`src/rtl/line_buffer_reader.sv`:
```
// Read-side controller for the line-buffer RAM: streams a programmed span out of the
// RAM read port, repeats each pixel h_scale+1 times, and presents it as a valid/ready stream.
module line_buffer_reader #(
  parameter int ADDR_W = 12,
  parameter int DATA_W = 12
) (
  input  logic              clk,
  input  logic              reset,
  input  logic              start,
  input  logic [ADDR_W-1:0] base_addr,
  input  logic [ADDR_W:0]   pix_count,
  input  logic [2:0]        h_scale,
  output logic              busy,
  output logic              done,
  output logic              rd_ce,
  output logic [ADDR_W-1:0] rd_addr,
  input  logic [DATA_W-1:0] rd_data,
  output logic [DATA_W-1:0] px_data,
  output logic              px_valid,
  input  logic              px_ready,
  output logic              px_last
);

  typedef enum logic [1:0] {IDLE, RUN, FLUSH} state_t;

  localparam logic [ADDR_W:0]   CNT_ONE  = (ADDR_W+1)'(1);
  localparam logic [ADDR_W-1:0] ADDR_ONE = ADDR_W'(1);

  state_t              state_q, state_d;
  logic [ADDR_W-1:0]   addr_q, addr_d;
  logic [ADDR_W:0]     rd_rem_q, rd_rem_d;
  logic [ADDR_W:0]     px_rem_q, px_rem_d;
  logic [2:0]          hs_q, hs_d;
  logic [2:0]          rep_q, rep_d;
  logic                done_q, done_d;
  logic                inflight_q;
  logic [DATA_W-1:0]   fifo_mem [4];
  logic [1:0]          wr_ptr_q, rd_ptr_q;
  logic [2:0]          cnt_q;
  logic [ADDR_W:0]     count_clamped;
  logic                push, pop, fire, head_done;

  function automatic logic [ADDR_W:0] clamp_count(input logic [ADDR_W:0] c);
    if (c[ADDR_W] && (c[ADDR_W-1:0] != '0)) return {1'b1, {ADDR_W{1'b0}}};
    return c;
  endfunction

  assign count_clamped = clamp_count(pix_count);

  // Gate uses registered occupancy plus the read in flight, so FIFO depth 4 can never overflow.
  assign rd_ce     = (state_q == RUN) && (rd_rem_q != '0) &&
                     ((cnt_q + {2'b00, inflight_q}) <= 3'd2);
  assign rd_addr   = addr_q;
  assign push      = inflight_q;
  assign px_valid  = (cnt_q != 3'd0);
  assign fire      = px_valid && px_ready;
  assign head_done = (rep_q == hs_q);
  assign pop       = fire && head_done;
  assign px_last   = px_valid && (px_rem_q == CNT_ONE) && head_done;
  assign px_data   = px_valid ? fifo_mem[rd_ptr_q] : '0;
  assign busy      = (state_q != IDLE);
  assign done      = done_q;

  always_comb begin
    state_d  = state_q;
    addr_d   = addr_q;
    rd_rem_d = rd_rem_q;
    px_rem_d = px_rem_q;
    hs_d     = hs_q;
    rep_d    = rep_q;
    done_d   = 1'b0;

    if (rd_ce) begin
      addr_d   = addr_q + ADDR_ONE;
      rd_rem_d = rd_rem_q - CNT_ONE;
    end
    if (fire) rep_d = pop ? 3'd0 : rep_q + 3'd1;
    if (pop)  px_rem_d = px_rem_q - CNT_ONE;

    case (state_q)
      IDLE: begin
        if (start) begin
          addr_d   = base_addr;
          rd_rem_d = count_clamped;
          px_rem_d = count_clamped;
          hs_d     = h_scale;
          rep_d    = 3'd0;
          if (count_clamped != '0) state_d = RUN;
          else                     done_d  = 1'b1;
        end
      end
      RUN: begin
        if (rd_ce && (rd_rem_q == CNT_ONE)) state_d = FLUSH;
      end
      FLUSH: begin
        if (fire && px_last) begin
          state_d = IDLE;
          done_d  = 1'b1;
        end
      end
      default: state_d = IDLE;
    endcase
  end

  always_ff @(posedge clk or posedge reset) begin
    if (reset) begin
      state_q    <= IDLE;
      addr_q     <= '0;
      rd_rem_q   <= '0;
      px_rem_q   <= '0;
      hs_q       <= 3'd0;
      rep_q      <= 3'd0;
      done_q     <= 1'b0;
      inflight_q <= 1'b0;
      wr_ptr_q   <= 2'd0;
      rd_ptr_q   <= 2'd0;
      cnt_q      <= 3'd0;
    end else begin
      state_q    <= state_d;
      addr_q     <= addr_d;
      rd_rem_q   <= rd_rem_d;
      px_rem_q   <= px_rem_d;
      hs_q       <= hs_d;
      rep_q      <= rep_d;
      done_q     <= done_d;
      inflight_q <= rd_ce;
      if (push) wr_ptr_q <= wr_ptr_q + 2'd1;
      if (pop)  rd_ptr_q <= rd_ptr_q + 2'd1;
      case ({push, pop})
        2'b10:   cnt_q <= cnt_q + 3'd1;
        2'b01:   cnt_q <= cnt_q - 3'd1;
        default: cnt_q <= cnt_q;
      endcase
    end
  end

  // RAM dout lands here one cycle after rd_ce; storage is data-only, no reset.
  always_ff @(posedge clk) begin
    if (push) fifo_mem[wr_ptr_q] <= rd_data;
  end

  a_fifo_no_overflow: assert property (@(posedge clk) disable iff (reset)
    !(push && !pop && (cnt_q >= 3'd4)));
  a_fifo_occ_max: assert property (@(posedge clk) disable iff (reset) cnt_q <= 3'd3);

endmodule

```
`config.mk`:
```
export PLATFORM = sky130hd
export DESIGN_NAME = line_buffer_reader
export DESIGN_NICKNAME = d
export VERILOG_FILES = /design/src/rtl/line_buffer_reader.sv
export SDC_FILE = /design/constraint.sdc
export NUM_CORES = 1
export LEC_CHECK = 0
export BUFFER_PORTS_ARGS = -buffer_cell sky130_fd_sc_hd__buf_2
export CORE_UTILIZATION = 61
export DETAILED_ROUTE_END_ITERATION = 10
export HOLD_SLACK_MARGIN = 0.15
export MAX_ROUTING_LAYER = met4
export PLACE_DENSITY_LB_ADDON = 0.12
export SLEW_MARGIN = 20
export SYNTH_ARGS = -nofsm -noshare
export SYNTH_HDL_FRONTEND = slang
export SYNTH_SLANG_ARGS = --single-unit
```
`constraint.sdc`:
```
create_clock -name clk -period 5.8 [get_ports clk]
set_input_delay 0.58 -clock clk [delete_from_list [all_inputs] [get_ports clk]]
set_output_delay 0.58 -clock clk [all_outputs]
set_load 0.02 [all_outputs]
```
==> Yosys cells after proc, flatten, opt, wreduce, memory -nomap -nowiden <==
Memory sizes are Yosys's and may differ from the RTL's.
Index checks and enable logic that the tools add are counted.
{ "totals": {"reg_bits": 55, "ram_bits": 48, "inputBits": 44, "output_inout_bits": 29, "wordCells": 80, "mem_count": 1} }
{ "memory_table": {"columns": ["name", "depth", "width", "read_ports", "rd_ports_with_merged_regs", "write_ports", "line_no", "text"], "rows": [
  ["fifo_mem", 4, 12, 1, 0, 1, "37", "logic [DATA_W-1:0] fifo_mem [4];"]
]} }
{ "classes": {"add_sub_neg": 9, "n_lt_le_gt_ge": 1, "n_eq_ne": 11, "n_mux": 29, "n_reduce_logical": 18} }
{ "ops": {"columns": ["op", "n"], "rows": [
  ["two-way mux 13 bit", 8],
  ["two-way mux 12 bit", 4],
  ["== test 13 x 1 -> 1 bit, second input constant", 2],
  ["nonzero test 13 bit", 2],
  ["subtractor 13 x 1 -> 13 bit, second input constant", 2],
  ["adder 12 x 1 -> 12 bit, second input constant", 1],
  ["two-way mux 3 bit", 4],
  ["nonzero test 12 bit", 1],
  ["logical AND 1 bit", 9],
  ["two-way mux 2 bit", 4],
  ["adder 3 x 1 -> 3 bit, second input constant", 2],
  ["two-way mux 1 bit", 6],
  ["inequality test 2 bit, second input constant", 3],
  ["one-hot mux 2 bit (3 select lines)", 1],
  ["one-hot mux 3 bit (2 select lines)", 1],
  ["adder 2 x 1 -> 2 bit, second input constant", 2],
  ["== test 2 x 1 -> 1 bit, second input constant", 2],
  ["== test 2 bit, second input constant", 2],
  ["AND reduction 4 bit", 1],
  ["nonzero test 2 bit", 2],
  ["adder 3 x 1 -> 3 bit", 1],
  ["== test 3 bit", 1],
  ["less-or-equal comparator 3 x 2 -> 1 bit, second input constant", 1],
  ["nonzero test 3 bit", 1],
  ["other kinds (5)", 5]
]} }

==> Depth between registers and ports, before layout <==
Gate-level depths: netlist of run 1.
{ "depth": {"depth_word": 8, "ltp_mapped": 10, "ltp_nobuf": 9} }

==> Worst setup path after synthesis of run 1 <==
OpenSTA, ideal clock, no wires.
{ "synth_path": {"path_kind": "input to register", "from": "input px_ready", "to": "register cnt_q[2]", "setup_time_ns": 0.079, "t_arrival_ns": 2.294, "t_required_ns": 5.721, "slack_ns": 3.426, "stages": 10, "n_path_buf": 1, "cell_sequence": "o31ai_1 -> or4_1 -> buf_4 -> inv_2 -> ha_1 -> inv_1 -> fa_1 -> xor2_1 -> nor2_1 -> xor2_1"} }
{ "synth_via": {"elab_chain_len": 4, "elab_cells_between_ends": 6, "classes_between": "eq/ne: 2; mux: 1; reduce/logical: 3"} }
{ "synth_lines": {"columns": ["item", "line_no", "text"], "rows": [
  ["start, declared", "20", "input logic px_ready,"],
  ["logical AND 1 bit *", "56", "assign fire = px_valid && px_ready;"],
  ["logical AND 1 bit *", "58", "assign pop = fire && head_done;"],
  ["net pop", "41", "logic push, pop, fire, head_done;"],
  ["== test 2 x 1 -> 1 bit or == test 2 bit (tied branches)", "129", "case ({push, pop})"],
  ["one-hot mux 3 bit (2 select lines) or nonzero test 2 bit (tied branches)", null, null],
  ["end signal, assigned", "130", "2'b10: cnt_q <= cnt_q + 3'd1;"],
  ["end signal, assigned", "131", "2'b01: cnt_q <= cnt_q - 3'd1;"],
  ["end signal, assigned", "132", "default: cnt_q <= cnt_q;"],
  ["end, declared", "39", "logic [2:0] cnt_q;"]
]} }
The timed path passes the listed nets; every way through them passes the cells marked *.
A chain may end at the register's enable or synchronous reset.

==> Worst setup path in the final report of run 1 <==
{ "layout_path": {"from": "register inflight_q", "to": "output rd_ce"} }
{ "layout_via": {"elab_chain_len": 3} }
{ "layout_lines": {"columns": ["item", "line_no", "text"], "rows": [
  ["start, declared", "36", "logic inflight_q;"],
  ["start signal, assigned", "126", "inflight_q <= rd_ce;"],
  ["adder 3 x 1 -> 3 bit", "52", "((cnt_q + {2'b00, inflight_q}) <= 3'd2);"],
  ["less-or-equal comparator 3 x 2 -> 1 bit", "52", null],
  ["logical AND 1 bit", "51", "assign rd_ce = (state_q == RUN) && (rd_rem_q != '0) &&"],
  ["end, declared", "15", "output logic rd_ce,"]
]} }
No other way between the ends.

==> flow_metrics.env, run 1 <==
export IMPL_finClkSkew_ns=0.01360
export IMPL_start_util_pct=63.77
export IMPL_synth_main_ff_cell="dfrtp_1"
export IMPL_fin_ws_ns=2.743
export IMPL_synthCells=416
export IMPL_synth_distinct_cells=56
export IMPL_outcome="complete, no violations"
export IMPL_synth_edf_count=48
export IMPL_met1_usage_pct=36.68
export IMPL_grt_pass1_vias=3377
export IMPL_cp_slowest_stage_delay_ns=0.47
export IMPL_setup_violations=0
export IMPL_clockBufferDepth=2
export IMPL_layout_commonest_cell="buf_2"
export IMPL_via_per_inst=5.852
export IMPL_peakVddDrop_uv=275.6
export IMPL_worst_path_buf_inv=1
export IMPL_drc_errors=0
export IMPL_diodes=0
export IMPL_clkSlewWorstSetupHoldPaths_ns=0.11
export IMPL_gr_usage_met3_pct=4.187
export IMPL_cp_start_kind="register"
export IMPL_dieArea_um2=8527
export IMPL_multiInputGateArea_um2=2039
export IMPL_ys_seq_area_share_pct=56.60
export IMPL_power_total_mw=3.014
export IMPL_rows=32
export IMPL_hold_buffers=0
export IMPL_r2r_start="rep_q[0]$_DFF_PP0_"
export IMPL_ys_async_sr_fraction_pct=53.40
export IMPL_min_period_ns=3.057
export IMPL_vias=3476
export IMPL_tns_ns=0
export IMPL_numCtsBuffers=9
export IMPL_gp_congestion=0.8665
export IMPL_cp_slowest_cell="dfrtp_1"
export IMPL_crit_top_cell="ha_1"
export IMPL_required_ns=5.22
export IMPL_cts_tree="done"
export IMPL_most_common_layout_cells="buf_2 (72), dfrtp_1 (55), edfxtp_1 (48), nand2_1 (45), xnor2_1 (26)"
export IMPL_worstSetupPathType="reg -> out"
export IMPL_hp_class="in -> async"
export IMPL_critPathArrivalTime_ns=2.48
export IMPL_ios=73
export IMPL_clock_sinks=103
export IMPL_worstReg2RegEnd="cnt_q[2]$_DFFE_PP0P_"
export IMPL_max_slew_margin_pct=28.72
export IMPL_end_kind="output pin"
export IMPL_cts_root_buffer="clkbuf_8"
export IMPL_grtUsageMet2_pct=40.49
export IMPL_grt_setup_unrepaired="no"
export IMPL_reg2reg_depth=9
export IMPL_top_usage_layer="met2"
export IMPL_wl_um=9945
export IMPL_post_dp_hpwl_um=6880
export IMPL_port_buffers=72
export IMPL_first_iter_violations=166
export IMPL_final_nets=545
export IMPL_die_h_um=92.34
export IMPL_p_per_area_nw_per_um2=534.2
export IMPL_core_um2=7807
export IMPL_grt_usage_pct=26.42
export IMPL_dr_pass1_iters=5
export IMPL_reg2reg_slack_ns=2.98
export IMPL_path_cells="ha_1, ha_1, xnor2_1, nand3_1, nor2_2, buf_2"
export IMPL_dpl_worst_slack_ns=2.861
export IMPL_max_cap_violations=0
export IMPL_leakagePower_nw=2.215
export IMPL_report_final_hold_viol_count=0
export IMPL_crit_family="simple AND/OR/NAND/NOR gates"
export IMPL_synth_seq_cells=103
export IMPL_report_final_slew_viol_count=0
export IMPL_overflow=0
export IMPL_cp_max_fo=9
export IMPL_drive_gt1_share_pct=24.80
export IMPL_num_fill_cells=540
export IMPL_cts_setup_buffers=0
export IMPL_post_route_period_util_pct=52.70
export IMPL_htree_levels=3
export IMPL_ant_nets=0
export IMPL_die_width_um=92.34
export IMPL_synth_area_um2=4979
export IMPL_syn_avg_cell_area_um2=11.97
export IMPL_timing_fmax_mhz=327.2
export IMPL_worst_pin_slew_ns=1.063
export IMPL_ys_warn_count=0
export IMPL_syn_nets=474
export IMPL_insertion_delay_ns=0.37
export IMPL_regArea_um2=2818
export IMPL_postCtsResizedCells=0
export IMPL_grt_pass1_wl_um=16580
export IMPL_hold_slack_ns=0.3804
export IMPL_avgRoutedWirePerCell_um=16.74
export IMPL_grt_max_degree=56
export IMPL_syn2layout_area_growth_pct=13.32
export IMPL_grt_antenna_before_repair=0
[power breakdown]
group          internal [mW]  switching [mW]
sequential              1.03           0.271
combinational          0.534           0.714
clock                  0.208           0.259
total                   1.77            1.24
[metal layers]
metal  routed length (um)  up-vias
li1                     -     1657
met1                 4581     1691
met2                 4798      115
met3                  439       13
met4                  125        0
met5                    0        -
[how the worst max path moves through the flow]
stage | start | end | slack, ns | cells past startpoint
after CTS | inflight_q$_DFF_PP0_ | rd_ce | 2.73 | 6
after detailed placement | px_ready | cnt_q[2]$_DFFE_PP0P_ | 2.86 | 10
final | inflight_q$_DFF_PP0_ | rd_ce | 2.74 | 6
after global placement | px_ready | cnt_q[2]$_DFFE_PP0P_ | 2.95 | 10
after floorplan | px_ready | cnt_q[2]$_DFFE_PP0P_ | 3.43 | 10
after global routing | inflight_q$_DFF_PP0_ | rd_ce | 2.58 | 6
[per-stage QoR]
| step | utilization (%) | instances | cell area (um2) |
|---|---|---|---|
| final | 72.26 | 594 | 5642 |
| after global routing | 72.26 | 594 | 5642 |
| after CTS | 72.26 | 594 | 5642 |
| after detailed placement | 69.52 | 578 | 5428 |
| after global placement | 69.52 | 578 | 5428 |
| after floorplan | - | 416 | 4979 |
[worst min-delay path, cell delays in order]
cell   delay (ns)
buf_2        0.10
inv_2        0.03
buf_4        0.55
[area by class of cell]
cell class	count	area share, %
clock inverter	7	1.597
clock buffer	9	2.196
sequential	103	49.94
multi-input combinational	282	36.15
tap	102	2.262
inverter	16	1.065
timing repair buffer	75	6.786
[cell usage after synthesis (all sizes together) (6+ instances only)]
master   n  area, um2
nor4    13      115.1
buf      6      37.53
nand4    9      56.30
dfrtp   55       1376
nor3    14      90.09
a21oi   23      115.1
nor2b   16      100.1
or3      7      48.80
xor2    10      87.58
clkbuf   9      33.78
o21ai   20      103.9
mux4    12      270.3
inv     16      60.05
nand3   12      60.06
xnor2   26      227.7
edfxtp  48       1441
ha      13      162.7
nand2   45      168.9
nor2    19      73.82
[sequential cells by signal (all words and copies together), names as in the netlist, 2 cells and up]
signal    count
wr_ptr_q      2
rep_q         3
rd_addr      12
rd_rem_q     13
fifo_mem     48
hs_q          3
cnt_q         3
px_rem_q     13
state_q       2
rd_ptr_q      2
[cells by family (layout without fill, tap and decap cells)]
family,Yosys count,in the layout,share of synthesized area [%]
AOI/OAI and AO/OA,57,57,6.635
xor gates and xnor gates,36,36,6.333
adders and majority gates,14,14,3.669
buffers and inverters,31,107,2.639
DFF,103,103,56.60
muxes,16,16,6.258
and+or+nand+nor,159,159,17.87
Power figures use the tool's default switching activity.
==> run 2, diff against run 1 <==
- ABC_AREA: unset -> 1
- CORE_UTILIZATION: 61 -> 58
- clock period: 5.8 -> 2.9 ns (I/O delays scaled with it)
==> run 2 against run 1 <==
Against the previous run: hold slack got worse by 0.19 ns; final cell count increased by 57%; die area rose by 20%; design area rose by 16%; via count is 39% higher; largest cell class unchanged; highest routed layer unchanged.
==> flow_metrics.env, run 2 <==
export IMPL_grt_max_degree=48
export IMPL_clockBufferDepth=2
export IMPL_yosys_top_cells_count="nand2_1 (198), nor2_1 (103), inv_1 (85)"
export IMPL_insertion_delay_ns=0.37
export IMPL_cp_max_fo=25
export IMPL_synthAdderAreaFrac_pct=3.205
export IMPL_post_dp_hpwl_um=9031
export IMPL_worst_pin_slew_ns=0.7236
export IMPL_synth_seq_cells=103
export IMPL_vias=4821
export IMPL_ys_async_sr_fraction_pct=53.40
export IMPL_synth_distinct_cells=39
export IMPL_hp_class="in -> reg"
export IMPL_reg2reg_slack_ns=0.69
export IMPL_syn_nets=767
export IMPL_gp_congestion=0.9007
export IMPL_synth_area_um2=5699
export IMPL_place_area_um2=6145
export IMPL_max_slew_margin_pct=51.71
export IMPL_finalInstanceArea_um2=6556
export IMPL_syn_avg_cell_area_um2=8.038
export IMPL_synth_area_leader_cell="edfxtp_1"
export IMPL_grt_pass1_wl_um=20730
export IMPL_cts_root_buffer="clkbuf_8"
export IMPL_die_h_um=101.1
export IMPL_grt_setup_unrepaired="no"
export IMPL_cts_tree="done"
export IMPL_report_final_hold_viol_count=0
export IMPL_synth_main_ff_cell="dfrtp_1"
export IMPL_numCtsBuffers=9
export IMPL_synth_xor_area_share_pct=3.074
export IMPL_reg_top3="fifo_mem: 48 flops, px_rem_q: 13 flops, rd_rem_q: 13 flops"
export IMPL_most_common_layout_cells="nand2_1 (198), nor2_1 (103), inv_1 (84), buf_2 (72), dfrtp_1 (55)"
export IMPL_leakagePower_nw=3.218
export IMPL_peakVddDrop_uv=584.5
export IMPL_layout_commonest_cell="nand2_1"
export IMPL_final_nets=858
export IMPL_worst_path_buf_inv=2
export IMPL_cts_setup_buffers=0
export IMPL_worstReg2RegEnd="rd_addr[3]$_DFF_PP0_"
export IMPL_outcome="complete, no violations"
export IMPL_syn2layout_area_growth_pct=15.04
export IMPL_grt_pass1_vias=4519
export IMPL_yosysMostFrequentCell="nand2_1"
export IMPL_start_util_pct=60.81
export IMPL_via_per_inst=5.162
export IMPL_clkSlewWorstSetupHoldPaths_ns=0.09
export IMPL_first_iter_violations=206
export IMPL_core_um2=9371
export IMPL_largest_reg_flops=48
export IMPL_avgRoutedWirePerCell_um=13.65
export IMPL_htree_levels=3
export IMPL_dieArea_um2=10230
export IMPL_dr_pass1_iters=5
export IMPL_synth_compound_area_share_pct=7.047
export IMPL_hold_depth=4
export IMPL_synthCells=709
export IMPL_worstSetupPathType="reg -> out"
export IMPL_grt_usage_pct=27.32
export IMPL_wl_um=12750
export IMPL_min_to="rd_addr[3]$_DFF_PP0_"
export IMPL_post_route_period_util_pct=91.48
export IMPL_top_register="fifo_mem"
export IMPL_reg2reg_depth=12
export IMPL_grt_antenna_before_repair=0
export IMPL_die_width_um=101.1
export IMPL_p_per_area_nw_per_um2=1064
export IMPL_netlist_top_cells_area="edfxtp_1 (25%), dfrtp_1 (24%), nand2_1 (13%)"
export IMPL_min_period_ns=2.653
export IMPL_crit_family="adder cells"
export IMPL_port_buffers=72
export IMPL_report_final_slew_viol_count=0
export IMPL_timing_fmax_mhz=376.9
export IMPL_ys_seq_area_share_pct=49.44
export IMPL_fin_ws_ns=0.2471
export IMPL_drc_errors=0
export IMPL_r2r_start="inflight_q$_DFF_PP0_"
export IMPL_required_ns=2.61
export IMPL_synth_top_area_share_pct=25.29
export IMPL_clock_sinks=103
export IMPL_critPathArrivalTime_ns=2.36
export IMPL_drive_gt1_share_pct=14.66
export IMPL_end_kind="output pin"
export IMPL_synth_simple_area_share_pct=29.20
export IMPL_overflow=0
export IMPL_setup_violations=0
export IMPL_cp_slowest_stage_delay_ns=0.48
export IMPL_max_cap_violations=0
export IMPL_ant_nets=0
export IMPL_tns_ns=0
export IMPL_min_delay_start="base_addr[3]"
export IMPL_power_total_mw=6.977
export IMPL_cp_slowest_cell="dfrtp_1"
export IMPL_diodes=0
export IMPL_dpl_worst_slack_ns=0.6233
export IMPL_path_cells="ha_1, ha_1, nand2_1, nand2_1, nor2_4, nand2_4, inv_4, buf_2"
export IMPL_synth_edf_count=48
export IMPL_finClkSkew_ns=0.01016
export IMPL_ys_warn_count=0
export IMPL_cp_start_kind="register"
export IMPL_synth_top_family_by_area="simple AND/OR/NAND/NOR gates"
export IMPL_synth_mux_area_share_pct=0
export IMPL_rows=35
export IMPL_ios=73
-- run 2: per-stage QoR --
step	instances	util, %	hold slack (ns)
4_1_cts	934	69.96	0.1688
3_5_place_dp	894	65.57	0.4383
5_1_grt	934	69.96	0.1704
3_3_place_gp	894	65.57	0.4372
2_1_floorplan	709	-	0.3889
6_report	934	69.96	0.1865
-- run 2: tightest hold or removal path: stages --
cell,delay (ns)
buf_2,0.07
or2_2,0.09
nand2_1,0.04
inv_1,0.04
-- run 2: layout make-up --
type                            count  area (um2)
Clock buffer                       10       127.6
Clock inverter                      6       43.79
Fill cell                         782        2815
Inverter                           87       329.1
Multi-Input combinational cell    496        2424
Sequential cell                   103        2818
Tap cell                          129       161.4
Timing Repair Buffer              103       653.1
-- run 2: worst max-delay path by stage --
stage	startpoint	endpoint	slack, ns	cells past startpoint
6_report	inflight_q$_DFF_PP0_	rd_ce	0.25	8
5_1_grt	inflight_q$_DFF_PP0_	rd_ce	0.11	8
4_1_cts	inflight_q$_DFF_PP0_	rd_ce	0.21	8
3_3_place_gp	inflight_q$_DFF_PP0_	rd_ce	0.67	8
2_1_floorplan	cnt_q[0]$_DFFE_PP0P_	cnt_q[2]$_DFFE_PP0P_	0.71	11
3_5_place_dp	inflight_q$_DFF_PP0_	rd_ce	0.62	8
-- run 2: cells by family after synthesis --
group	count (synthesis)
AO/OA/AOI/OAI	75
buffers and inverters	110
adder cells (fa/ha/maj)	14
flip-flops	103
AND/OR/NAND/NOR	387
XOR/XNOR	20
-- run 2: what timing repair did --
| action | 4_1_cts | 5_1_grt |
|---|---|---|
| gates resized for setup | 0 | 0 |
| endpoints found under the setup margin | 0 | 0 |
| hold buffers | 24 | 0 |
| hold endpoints to repair | 89 | 0 |
-- run 2: power breakdown --
group	internal [mW]	total, mW	switching [mW]
clock	0.317	0.806	0.489
combinational	1.24	3.65	2.41
sequential	2.06	2.52	0.461
-- run 2: metal layers --
metal	wire, um	track usage, %	up-vias
met5	0	-	-
met4	221	8.807	0
met3	671	4.438	28
met2	5978	44.64	138
met1	5882	34.91	2216
li1	-	-	2439
